[config.mk]
export PLATFORM = sky130hd
export DESIGN_NAME = dcache_wb
export DESIGN_NICKNAME = d
export VERILOG_FILES = /design/src/rtl/dcache_pkg.sv /design/src/rtl/dcache_frame_array.sv /design/src/rtl/dcache_wb.sv
export SDC_FILE = /design/constraint.sdc
export NUM_CORES = 2
export LEC_CHECK = 0
export ABC_AREA = 0
export BUFFER_PORTS_ARGS = -buffer_cell sky130_fd_sc_hd__buf_2
export CORE_MARGIN = 2
export CORE_UTILIZATION = 38
export DETAILED_ROUTE_END_ITERATION = 6
export HOLD_SLACK_MARGIN = 0.05
export PLACE_DENSITY = 0.56
export SLEW_MARGIN = 20
export SYNTH_ARGS = -nofsm -noshare
export SYNTH_HDL_FRONTEND = slang
export SYNTH_SLANG_ARGS = --single-unit
[constraint.sdc]
create_clock -name CLK -period 6.1 [get_ports CLK]
set_input_delay 0.915 -clock CLK [delete_from_list [all_inputs] [get_ports CLK]]
set_output_delay 0.915 -clock CLK [all_outputs]
set_load 0.01 [all_outputs]
[src/rtl/dcache_pkg.sv]
// Shared types and constants for the write-back data cache (dcache_wb).
package dcache_pkg;

    typedef enum logic [3:0] {
        IDLE    = 4'd0,
        WB0     = 4'd1,
        WB1     = 4'd2,
        LD0     = 4'd3,
        LD1     = 4'd4,
        FL_SCAN = 4'd5,
        FL_W0   = 4'd6,
        FL_W1   = 4'd7,
        FL_CNT  = 4'd8,
        DONE    = 4'd9
    } dcache_state_t;

    // Address view for the default 16-set geometry.
    localparam int DEF_IW = 4;
    typedef struct packed {
        logic [28-DEF_IW:0] tag;
        logic [DEF_IW-1:0]  idx;
        logic               blkoff;
        logic [1:0]         byteoff;
    } dcache_addr_t;

    localparam logic [31:0] HITCNT_ADDR = 32'h0000_3100;

endpackage

[src/rtl/dcache_frame_array.sv]
// Per-set storage for the data cache: valid, dirty, tag and a 2-word block.
module dcache_frame_array #(
    parameter int SETS = 16,
    parameter int IW   = $clog2(SETS),
    parameter int TW   = 29 - IW
) (
    input  logic              CLK,
    input  logic              nRST,
    input  logic [IW-1:0]     rd_idx,
    output logic              rd_valid,
    output logic              rd_dirty,
    output logic [TW-1:0]     rd_tag,
    output logic [1:0][31:0]  rd_data,
    input  logic [IW-1:0]     wr_idx,
    input  logic [1:0]        wr_we,
    input  logic [31:0]       wr_word,
    input  logic              wr_tag_en,
    input  logic [TW-1:0]     wr_tag,
    input  logic              set_dirty,
    input  logic              clr_dirty
);
    import dcache_pkg::*;

    logic [SETS-1:0]    valid;
    logic [SETS-1:0]    dirty;
    logic [TW-1:0]      tags [SETS];
    logic [1:0][31:0]   data [SETS];

    assign rd_valid = valid[rd_idx];
    assign rd_dirty = dirty[rd_idx];
    assign rd_tag   = tags[rd_idx];
    assign rd_data  = data[rd_idx];

    always_ff @(posedge CLK) begin
        if (!nRST) begin
            valid <= '0;
            dirty <= '0;
        end else begin
            if (wr_tag_en)
                valid[wr_idx] <= 1'b1;
            if (set_dirty)
                dirty[wr_idx] <= 1'b1;
            else if (clr_dirty)
                dirty[wr_idx] <= 1'b0;
        end
    end

    // Tag and data carry no reset; valid gates their use.
    always_ff @(posedge CLK) begin
        if (wr_tag_en)
            tags[wr_idx] <= wr_tag;
        for (int w = 0; w < 2; w++)
            if (wr_we[w])
                data[wr_idx][w] <= wr_word;
    end

endmodule

[src/rtl/dcache_wb.sv]
// Write-back direct-mapped data cache with 2-word blocks and halt flush.
// Optional hit/miss counter written out after flush: define DCACHE_HITCNT_EN.
module dcache_wb
    import dcache_pkg::*;
#(
    parameter int SETS        = 16,
    parameter int MEM_LAT_MAX = 0
) (
    input  logic        CLK,
    input  logic        nRST,
    input  logic        dmemREN,
    input  logic        dmemWEN,
    input  logic [31:0] dmemaddr,
    input  logic [31:0] dmemstore,
    input  logic        halt,
    output logic        dhit,
    output logic [31:0] dmemload,
    output logic        flushed,
    output logic        dREN,
    output logic        dWEN,
    output logic [31:0] daddr,
    output logic [31:0] dstore,
    input  logic        dwait,
    input  logic [31:0] dload
);
    localparam int IW = $clog2(SETS);
    localparam int TW = 29 - IW;

    dcache_state_t      state;
    logic [IW-1:0]      fl_idx, miss_idx, rd_idx, req_idx;
    logic [TW-1:0]      miss_tag, req_tag, rd_tag, wr_tag;
    logic               rd_valid, rd_dirty, req, wsel, hit, miss, fl_last;
    logic [1:0][31:0]   rd_data;
    logic [1:0]         wr_we;
    logic [31:0]        wr_word;
    logic               wr_tag_en, set_dirty, clr_dirty;
    logic               unused_byteoff;

    assign req            = dmemREN | dmemWEN;
    assign req_idx        = dmemaddr[IW+2:3];
    assign req_tag        = dmemaddr[31:IW+3];
    assign wsel           = dmemaddr[2];
    assign unused_byteoff = ^dmemaddr[1:0];
    assign fl_last        = (fl_idx == IW'(SETS - 1));

    assign hit      = (state == IDLE) && req && rd_valid && (rd_tag == req_tag);
    assign miss     = (state == IDLE) && req && !hit;
    assign dhit     = hit;
    assign dmemload = (hit && !dmemWEN) ? rd_data[wsel] : 32'h0;
    assign flushed  = (state == DONE);

`ifdef DCACHE_HITCNT_EN
    localparam dcache_state_t SCAN_END = FL_CNT;
    logic [31:0] hit_cnt;

    always_ff @(posedge CLK) begin
        if (!nRST)
            hit_cnt <= '0;
        else if (hit)
            hit_cnt <= hit_cnt + 32'd1;
        else if (miss)
            hit_cnt <= hit_cnt - 32'd1;
    end
`else
    localparam dcache_state_t SCAN_END = DONE;
`endif

    always_comb begin
        rd_idx = req_idx;
        case (state)
            WB0, WB1, LD0, LD1:    rd_idx = miss_idx;
            FL_SCAN, FL_W0, FL_W1: rd_idx = fl_idx;
            default: ;
        endcase
    end

    always_comb begin
        dREN      = 1'b0;
        dWEN      = 1'b0;
        daddr     = 32'h0;
        dstore    = 32'h0;
        wr_we     = 2'b00;
        wr_word   = dload;
        wr_tag_en = 1'b0;
        wr_tag    = miss_tag;
        set_dirty = 1'b0;
        clr_dirty = 1'b0;
        case (state)
            IDLE: if (hit && dmemWEN) begin
                wr_we     = wsel ? 2'b10 : 2'b01;
                wr_word   = dmemstore;
                set_dirty = 1'b1;
            end
            WB0, WB1: begin
                dWEN   = 1'b1;
                daddr  = {rd_tag, miss_idx, state == WB1, 2'b00};
                dstore = rd_data[state == WB1];
            end
            LD0, LD1: begin
                dREN  = 1'b1;
                daddr = {miss_tag, miss_idx, state == LD1, 2'b00};
                if (!dwait) begin
                    wr_we     = (state == LD1) ? 2'b10 : 2'b01;
                    wr_tag_en = (state == LD1);
                    clr_dirty = (state == LD1);
                end
            end
            FL_W0, FL_W1: begin
                dWEN      = 1'b1;
                daddr     = {rd_tag, fl_idx, state == FL_W1, 2'b00};
                dstore    = rd_data[state == FL_W1];
                clr_dirty = (state == FL_W1) && !dwait;
            end
`ifdef DCACHE_HITCNT_EN
            FL_CNT: begin
                dWEN   = 1'b1;
                daddr  = HITCNT_ADDR;
                dstore = hit_cnt;
            end
`endif
            default: ;
        endcase
    end

    always_ff @(posedge CLK) begin
        if (!nRST) begin
            state    <= IDLE;
            fl_idx   <= '0;
            miss_idx <= '0;
            miss_tag <= '0;
        end else begin
            case (state)
                IDLE: begin
                    if (miss) begin
                        miss_idx <= req_idx;
                        miss_tag <= req_tag;
                        state    <= rd_dirty ? WB0 : LD0;
                    end else if (halt && !req) begin
                        fl_idx <= '0;
                        state  <= FL_SCAN;
                    end
                end
                WB0:     if (!dwait) state <= WB1;
                WB1:     if (!dwait) state <= LD0;
                LD0:     if (!dwait) state <= LD1;
                LD1:     if (!dwait) state <= IDLE;
                FL_SCAN: begin
                    if (rd_valid && rd_dirty)
                        state <= FL_W0;
                    else if (fl_last)
                        state <= SCAN_END;
                    else
                        fl_idx <= fl_idx + 1'b1;
                end
                FL_W0:   if (!dwait) state <= FL_W1;
                FL_W1: begin
                    if (!dwait) begin
                        state <= fl_last ? SCAN_END : FL_SCAN;
                        if (!fl_last)
                            fl_idx <= fl_idx + 1'b1;
                    end
                end
                FL_CNT:  if (!dwait) state <= DONE;
                DONE:    state <= DONE;
                default: state <= IDLE;
            endcase
        end
    end

    dcache_frame_array #(.SETS(SETS)) u_frames (
        .CLK       (CLK),
        .nRST      (nRST),
        .rd_idx    (rd_idx),
        .rd_valid  (rd_valid),
        .rd_dirty  (rd_dirty),
        .rd_tag    (rd_tag),
        .rd_data   (rd_data),
        .wr_idx    (rd_idx),
        .wr_we     (wr_we),
        .wr_word   (wr_word),
        .wr_tag_en (wr_tag_en),
        .wr_tag    (wr_tag),
        .set_dirty (set_dirty),
        .clr_dirty (clr_dirty)
    );

    generate
        if (MEM_LAT_MAX != 0) begin : g_lat_chk
            logic [31:0] wait_cnt;
            always_ff @(posedge CLK) begin
                if (!nRST || !((dREN || dWEN) && dwait))
                    wait_cnt <= '0;
                else
                    wait_cnt <= wait_cnt + 32'd1;
            end
            a_mem_lat: assert property (@(posedge CLK) disable iff (!nRST)
                wait_cnt <= 32'(MEM_LAT_MAX));
        end
    endgenerate

endmodule

# [Yosys cells after proc, flatten, opt, wreduce, memory -nomap -nowiden]
# Memories as Yosys holds them, arrays and structs flattened.
# Index checks and enable logic that the tools add are counted.
# W data, S select, Z words.
[classes] n_bitwise=5 reduce_logical=26 n_lt_le_gt_ge=5 n_div=0 shift=0 multipliers=0 n_mux=58 eq_ne=23 addsub=1
[ops] op="$mux W32" n=9
[ops] op="$pmux W32 S3" n=1
[ops] op="$mux W4" n=17
[ops] op="$pmux W32 S2" n=1
[ops] op="$pmux W4 S10" n=1
[ops] op="$mux W16" n=2
[ops] op="$or A16 B16 Y16" n=2
[ops] op="$eq A25 B25 Y1" n=1
[ops] op="$ne A2 B2 Y1 const B" n=9
[ops] op="$and A16 B16 Y16" n=1
[ops] op="$eq A4 B3 Y1 const B" n=4
[ops] op="$not A16 Y16" n=1
[ops] op="$mux W1" n=15
[ops] op="$eq A4 B4 Y1 const B" n=3
[ops] op="$pmux W4 S3" n=1
[ops] op="$logic_and A1 B1 Y1" n=10
[ops] op="$mux W2" n=5
[ops] op="$reduce_and A9 Y1" n=1
[ops] op="$bmux W1 S4" n=2
[ops] op="$eq A4 B2 Y1 const B" n=2
[ops] op="$pmux W4 S2" n=1
[ops] op="$reduce_or A4 Y1" n=2
[ops] op="$lt A1 B2 Y1 const B" n=3
[ops] op="$reduce_or A2 Y1" n=3
[ops] op="other kinds (18)" n=21
[word_totals] ff_bits=69 output_inout_bits=100 wordCells=126 ramBits=1424 input_bits=102 mem_count=2 rom_bits=0 latch_bits=0
[memory_table] memory="u_frames.data" depth=16 width=64 read_ports=1 rd_ports_with_merged_regs=0 write_ports=1 line="dcache_frame_array.sv:27" rtl="logic [1:0][31:0] data [SETS];"
[memory_table] memory="u_frames.tags" depth=16 width=25 read_ports=1 rd_ports_with_merged_regs=0 write_ports=1 line="dcache_frame_array.sv:26" rtl="logic [TW-1:0] tags [SETS];"

# [Logic depth before layout (Yosys ltp)]
[depth] word_depth=12 ltp_mapped=19 ltp_nobuf=11

# [Modules after synthesis]
# A second synthesis with hierarchy kept.
[hier_totals] cells_unflattened=2920 hier_area_um2=59607.2
[by_module_without_submodules] module="dcache_frame_array" area_per_inst_um2=54975.2 n_inst=1 seq_area_each_um2=43401.6 cells_per_inst=2358
[by_module_without_submodules] module="dcache_wb" area_per_inst_um2=4631.9 n_inst=1 seq_area_each_um2=740.7 cells_per_inst=562

# [Worst setup path before layout]
# OpenSTA, ideal clock, no wires.
[synth_timing] path_type="input -> register" startpoint="input dmemaddr[3]" endpoint="memory u_frames.data[10][0] (netlist bit), enable pin" arrival_time_ps=5937 required_ps=5668 path_stages=15 path_buffers=6 setup_time_ps=432 slack_ps=-269 path_cell_list="buf_2 buf_2 buf_2 buf_2 mux4_2 o221ai_1 o221ai_1 and4_1 xnor2_1 nor4b_1 nand4_1 or4_1 clkbuf_1 clkbuf_1 a21oi_1"
[synth_between] elab_chain_len=10 elab_cells_between_ends=12 classes_between="eq/ne: 1; mux: 7; reduce/logical: 3; memory: 1"
[synth_rtl] element="start, declared" line="dcache_wb.sv:13" rtl="input logic [31:0] dmemaddr,"
[synth_rtl] element="$pmux W4 S2 *" line="dcache_wb.sv:70" rtl="case (state)"
[synth_rtl] element="branches (longest 9 deep; another with $mem_v2 Z16 W25)"
[synth_rtl] element="end, declared" line="dcache_frame_array.sv:27"
# Every way passes the cells marked *. The select of a mux whose other input is x is not followed.

# [Worst setup path in the final report]
[layout_timing] startpoint="register state[1]" endpoint="output dmemload[14]"
[layout_between] elab_chain_len=9 elab_cells_between_ends=23 classes_between="eq/ne: 8; mux: 6; reduce/logical: 7; memory: 2"
[layout_rtl] element="start, declared" line="dcache_wb.sv:29" rtl="dcache_state_t state;"
[layout_rtl] element="start signal, assigned" line="dcache_wb.sv:137" rtl="state <= rd_dirty ? WB0 : LD0;"
[layout_rtl] element="start signal, assigned" line="dcache_wb.sv:158" rtl="state <= fl_last ? SCAN_END : FL_SCAN;"
[layout_rtl] element="branches (longest 8 deep; another with $mem_v2 Z16 W25)"
[layout_rtl] element="$mux W32 *" line="dcache_wb.sv:49" rtl="assign dmemload = (hit && !dmemWEN) ? rd_data[wsel] : 32'h0;"
[layout_rtl] element="end, declared" line="dcache_wb.sv:17" rtl="output logic [31:0] dmemload,"
# Marks and branches as above.

==> results.md <==
- Post-synthesis cell count: 5,078
- Cts hold-fix bufs: 0
- Top post-synthesis cells by area: edfxtp_1, nand2_1, nand3_1
- Worst Clk Skew: 0.0354 ns
- Maximum VDD drop: 0.463 mV
- Setup crit end kind: output pin
- Power, Total: 38.9 mW
- Proportion of netlist area held by the largest area contributor: 66.3%
- WP data required: 5.18 ns
- Iter 0 DRT Violations: 6,102
- Cell Area, Synth: 64,500 sq um
- Simple-gate portion of the synthesized area: 14.2%
- Die height: 416 microns
- Sequential-to-total area share from yosys stat: 68.4%
- Die Wd: 416 microns
- Drt wl/cell: 27.3 microns
- Flops & latches, synth: 1,493
- CP most frequent cell: buf_4
- Mux cell area share after synthesis: 5.29%
- GRT Overall Usage: 23.7%
- RSZ-0062 raised after global routing: yes
- Post-layout min period: 6.06 ns
- Slew Viols, Final: 0
- Most common cell in the netlist: edfxtp_1
- # fillers: 15.0k
- Worst setup path class: reg2out
- Largest family of logic cells by synthesized area: simple AND/OR/NAND/NOR gates
- CP cell instances: buf_4 > o21a_1 > o31a_1 > buf_4 > o32ai_4 > buf_8 > o221ai_1 > and4_1 > xnor2_2 > and4_1 > nand4_1 > buf_4 > or3_4 > buf_12 > clkbuf_16 > nor2_1 > buf_2
- Post-Synth Adder-Cell Area: 0.0194%
- Vias per std cell: 5.88
- FF+latch area: 44,200 sq um
- Relative slew slack: 28.7%
- RD Place Congestion: 0.885
- I/O pin cnt: 202
- Outcome: completed
- Initial Util: 38.2%
- # rows: 151
- Max incr delay on CP: 0.46 ns
- Clk root buf: clkbuf_16
- Static leakage: 26.3 nW
- Clock transition at the registers of the reported paths: 0.06 ns
- Htree depth: 4
- CP max FO: 14
- Global-route wire length before repair: 303,000 microns
- Largest net degree at the start of global routing: 185
- Crit path launch type: flip-flop
- TritonRoute pass-1 iters: 5
- Post-synthesis xor/xnor area fraction: 0.190%
- Final antenna-violating net count: 0
- Pwr per Cell Area: 508 nW/um^2
- Layout cells sized above 1: 19.2%
- Routed wire length: 211,000 microns
- Number of synthesized flops with an enable pin: 1,424
- CTS tree: yes
- Synth Flop Type: edfxtp_1
- Setup ws final: 0.0405 ns
- Worst-skew pair later-pin latency: 0.81 ns
- DR DRC count: 0
- Maxcap violations: 0
- DP HPWL: 120,000 microns
- GRT Residual Overflow: 0
- Compound-Gate Fraction of Synth Area: 9.05%
- Final setup fails: 0
- Async set or reset register ratio after synthesis: 0%
- Post-synthesis cell type with the largest combined area: edfxtp_1
- Mean Syn Cell Area: 12.7 sq um
- Place WS: -0.0423 ns
- Die ar.: 173,000 sq um
- CTS Buf Count: 155
- Area occupied by multi-input gates: 19,500 sq um
- Post-synth top cells: edfxtp_1, nand2_1, nand3_1
- Vias in the first global route: 43.2k
- Setup_tns: 0 ns
- CTS max path bufs: 3
- Port bufs: 197
- Worst-Margin Slew: 1.07 ns
- Library cells used by synthesis: 99
- Layout Nets: 5,500
- Class of the worst hold path: reg2reg
- Initial antenna violation count: 4
- Synthesis-to-finish area growth: 18.6%
- Vias: 45.5k
- Core box area: 169,000 sq um
- Yosys warns: 0
- Slowest-stage cell, CP: o32ai_4
- Final Hold Viols: 0
- Fin crit share: 99.3%
- Fmax: 165 MHz
- Clock Sink Count: 1,493
- CP Data Arrival Time: 5.14 ns
[stage by stage]
step / cell area (sq um) / hold slack, ns / utilization [%] / cells
floorplan: 64500 / 0.435 / - / 5079
global placement: 70400 / 0.441 / 41.6 / 7396
detailed placement: 70400 / 0.456 / 41.6 / 7396
CTS: 76200 / 0.471 / 45.1 / 7731
global route: 76500 / 0.483 / 45.3 / 7737
finish: 76600 / 0.468 / 45.3 / 7738
[kinds of logic (layout without fill, tap and decap cells)]
| logic type | after synthesis | count (layout) |
|---|---|---|
| simple gates | 2067 | 2067 |
| flops | 1493 | 1493 |
| compound gates | 863 | 863 |
| buf+inv | 413 | 853 |
| mux | 226 | 226 |
| xor+xnor | 14 | 14 |
| fa+ha+maj | 1 | 1 |
| other cells | 1 | 3 |
[final timing paths]
check | startpoint | endpoint | slack, ns | cells after the start
min | u_frames.valid[0]$_SDFFE_PN0P_ | u_frames.valid[0]$_SDFFE_PN0P_ | 0.47 | 1
min reg2reg | u_frames.valid[0]$_SDFFE_PN0P_ | u_frames.valid[0]$_SDFFE_PN0P_ | 0.47 | 1
max reg2reg | state[0]$_SDFFE_PN0P_ | u_frames.data[15][26]$_DFFE_PP_ | 0.74 | 16
max | state[1]$_SDFFE_PN0P_ | dmemload[14] | 0.04 | 17
[sequential cells by signal (all words and copies together) (netlist names), named ones only]
signal / count
miss_idx: 4
state: 4
miss_tag: 25
fl_idx: 4
u_frames.tags: 400
u_frames.data: 1024
u_frames.valid: 16
[report_power, final]
part / switching [mW] / total (mW) / internal (mW)
Sequential: 0.486 / 12.3 / 11.8
Combinational: 11.3 / 17.2 / 5.88
Clock: 4.10 / 9.34 / 5.24
[area by class of cell]
class                      count  share of cell area, %
sequential                  1493                   57.7
multi-input combinational   3173                   25.5
timing repair buffer         551                   6.58
clock buffer                 193                   5.31
tap                         2218                   3.63
clock inverter                86                   1.16
inverter                      23                  0.116
antenna                        1                0.00327
[worst max-delay path, delay by kind of cell, from the launching register on]
family,cells,cell delay (ns)
simple gates,5,1.23
xor+xnor,1,0.24
compound gates,4,1.15
flops,1,0.39
buf+inv,7,1.30
[routing by layer]
| layer | GRT usage, % | share of wire, % | up-vias |
|---|---|---|---|
| met5 | 0 | 0.010 | - |
| met2 | 37.6 | 47 | 2324 |
| li1 | - | - | 19800 |
| met4 | 8.81 | 3.7 | 4 |
| met3 | 4.04 | 8.6 | 392 |
| met1 | 32.7 | 41 | 23000 |
[cell usage in the layout (no fill, tap or decap), types with 95 or more instances in the layout]
master / instances
clkbuf_16: 157
nand3_1: 518
buf_12: 96
buf_2: 194
edfxtp_1: 1424
nor2_1: 132
buf_4: 235
a21oi_1: 282
o21ai_0: 106
nand2_1: 1111
mux2i_1: 95
[what timing repair did]
item | 4_1_cts | 5_1_grt
buffers inserted | 54 | 5
setup endpoints to repair | 64 | 51
cloned | 2 | 1
gates resized for setup | 92 | 53
pin swaps | 26 | 11
No activity file was read; power rests on OpenSTA's default activity.
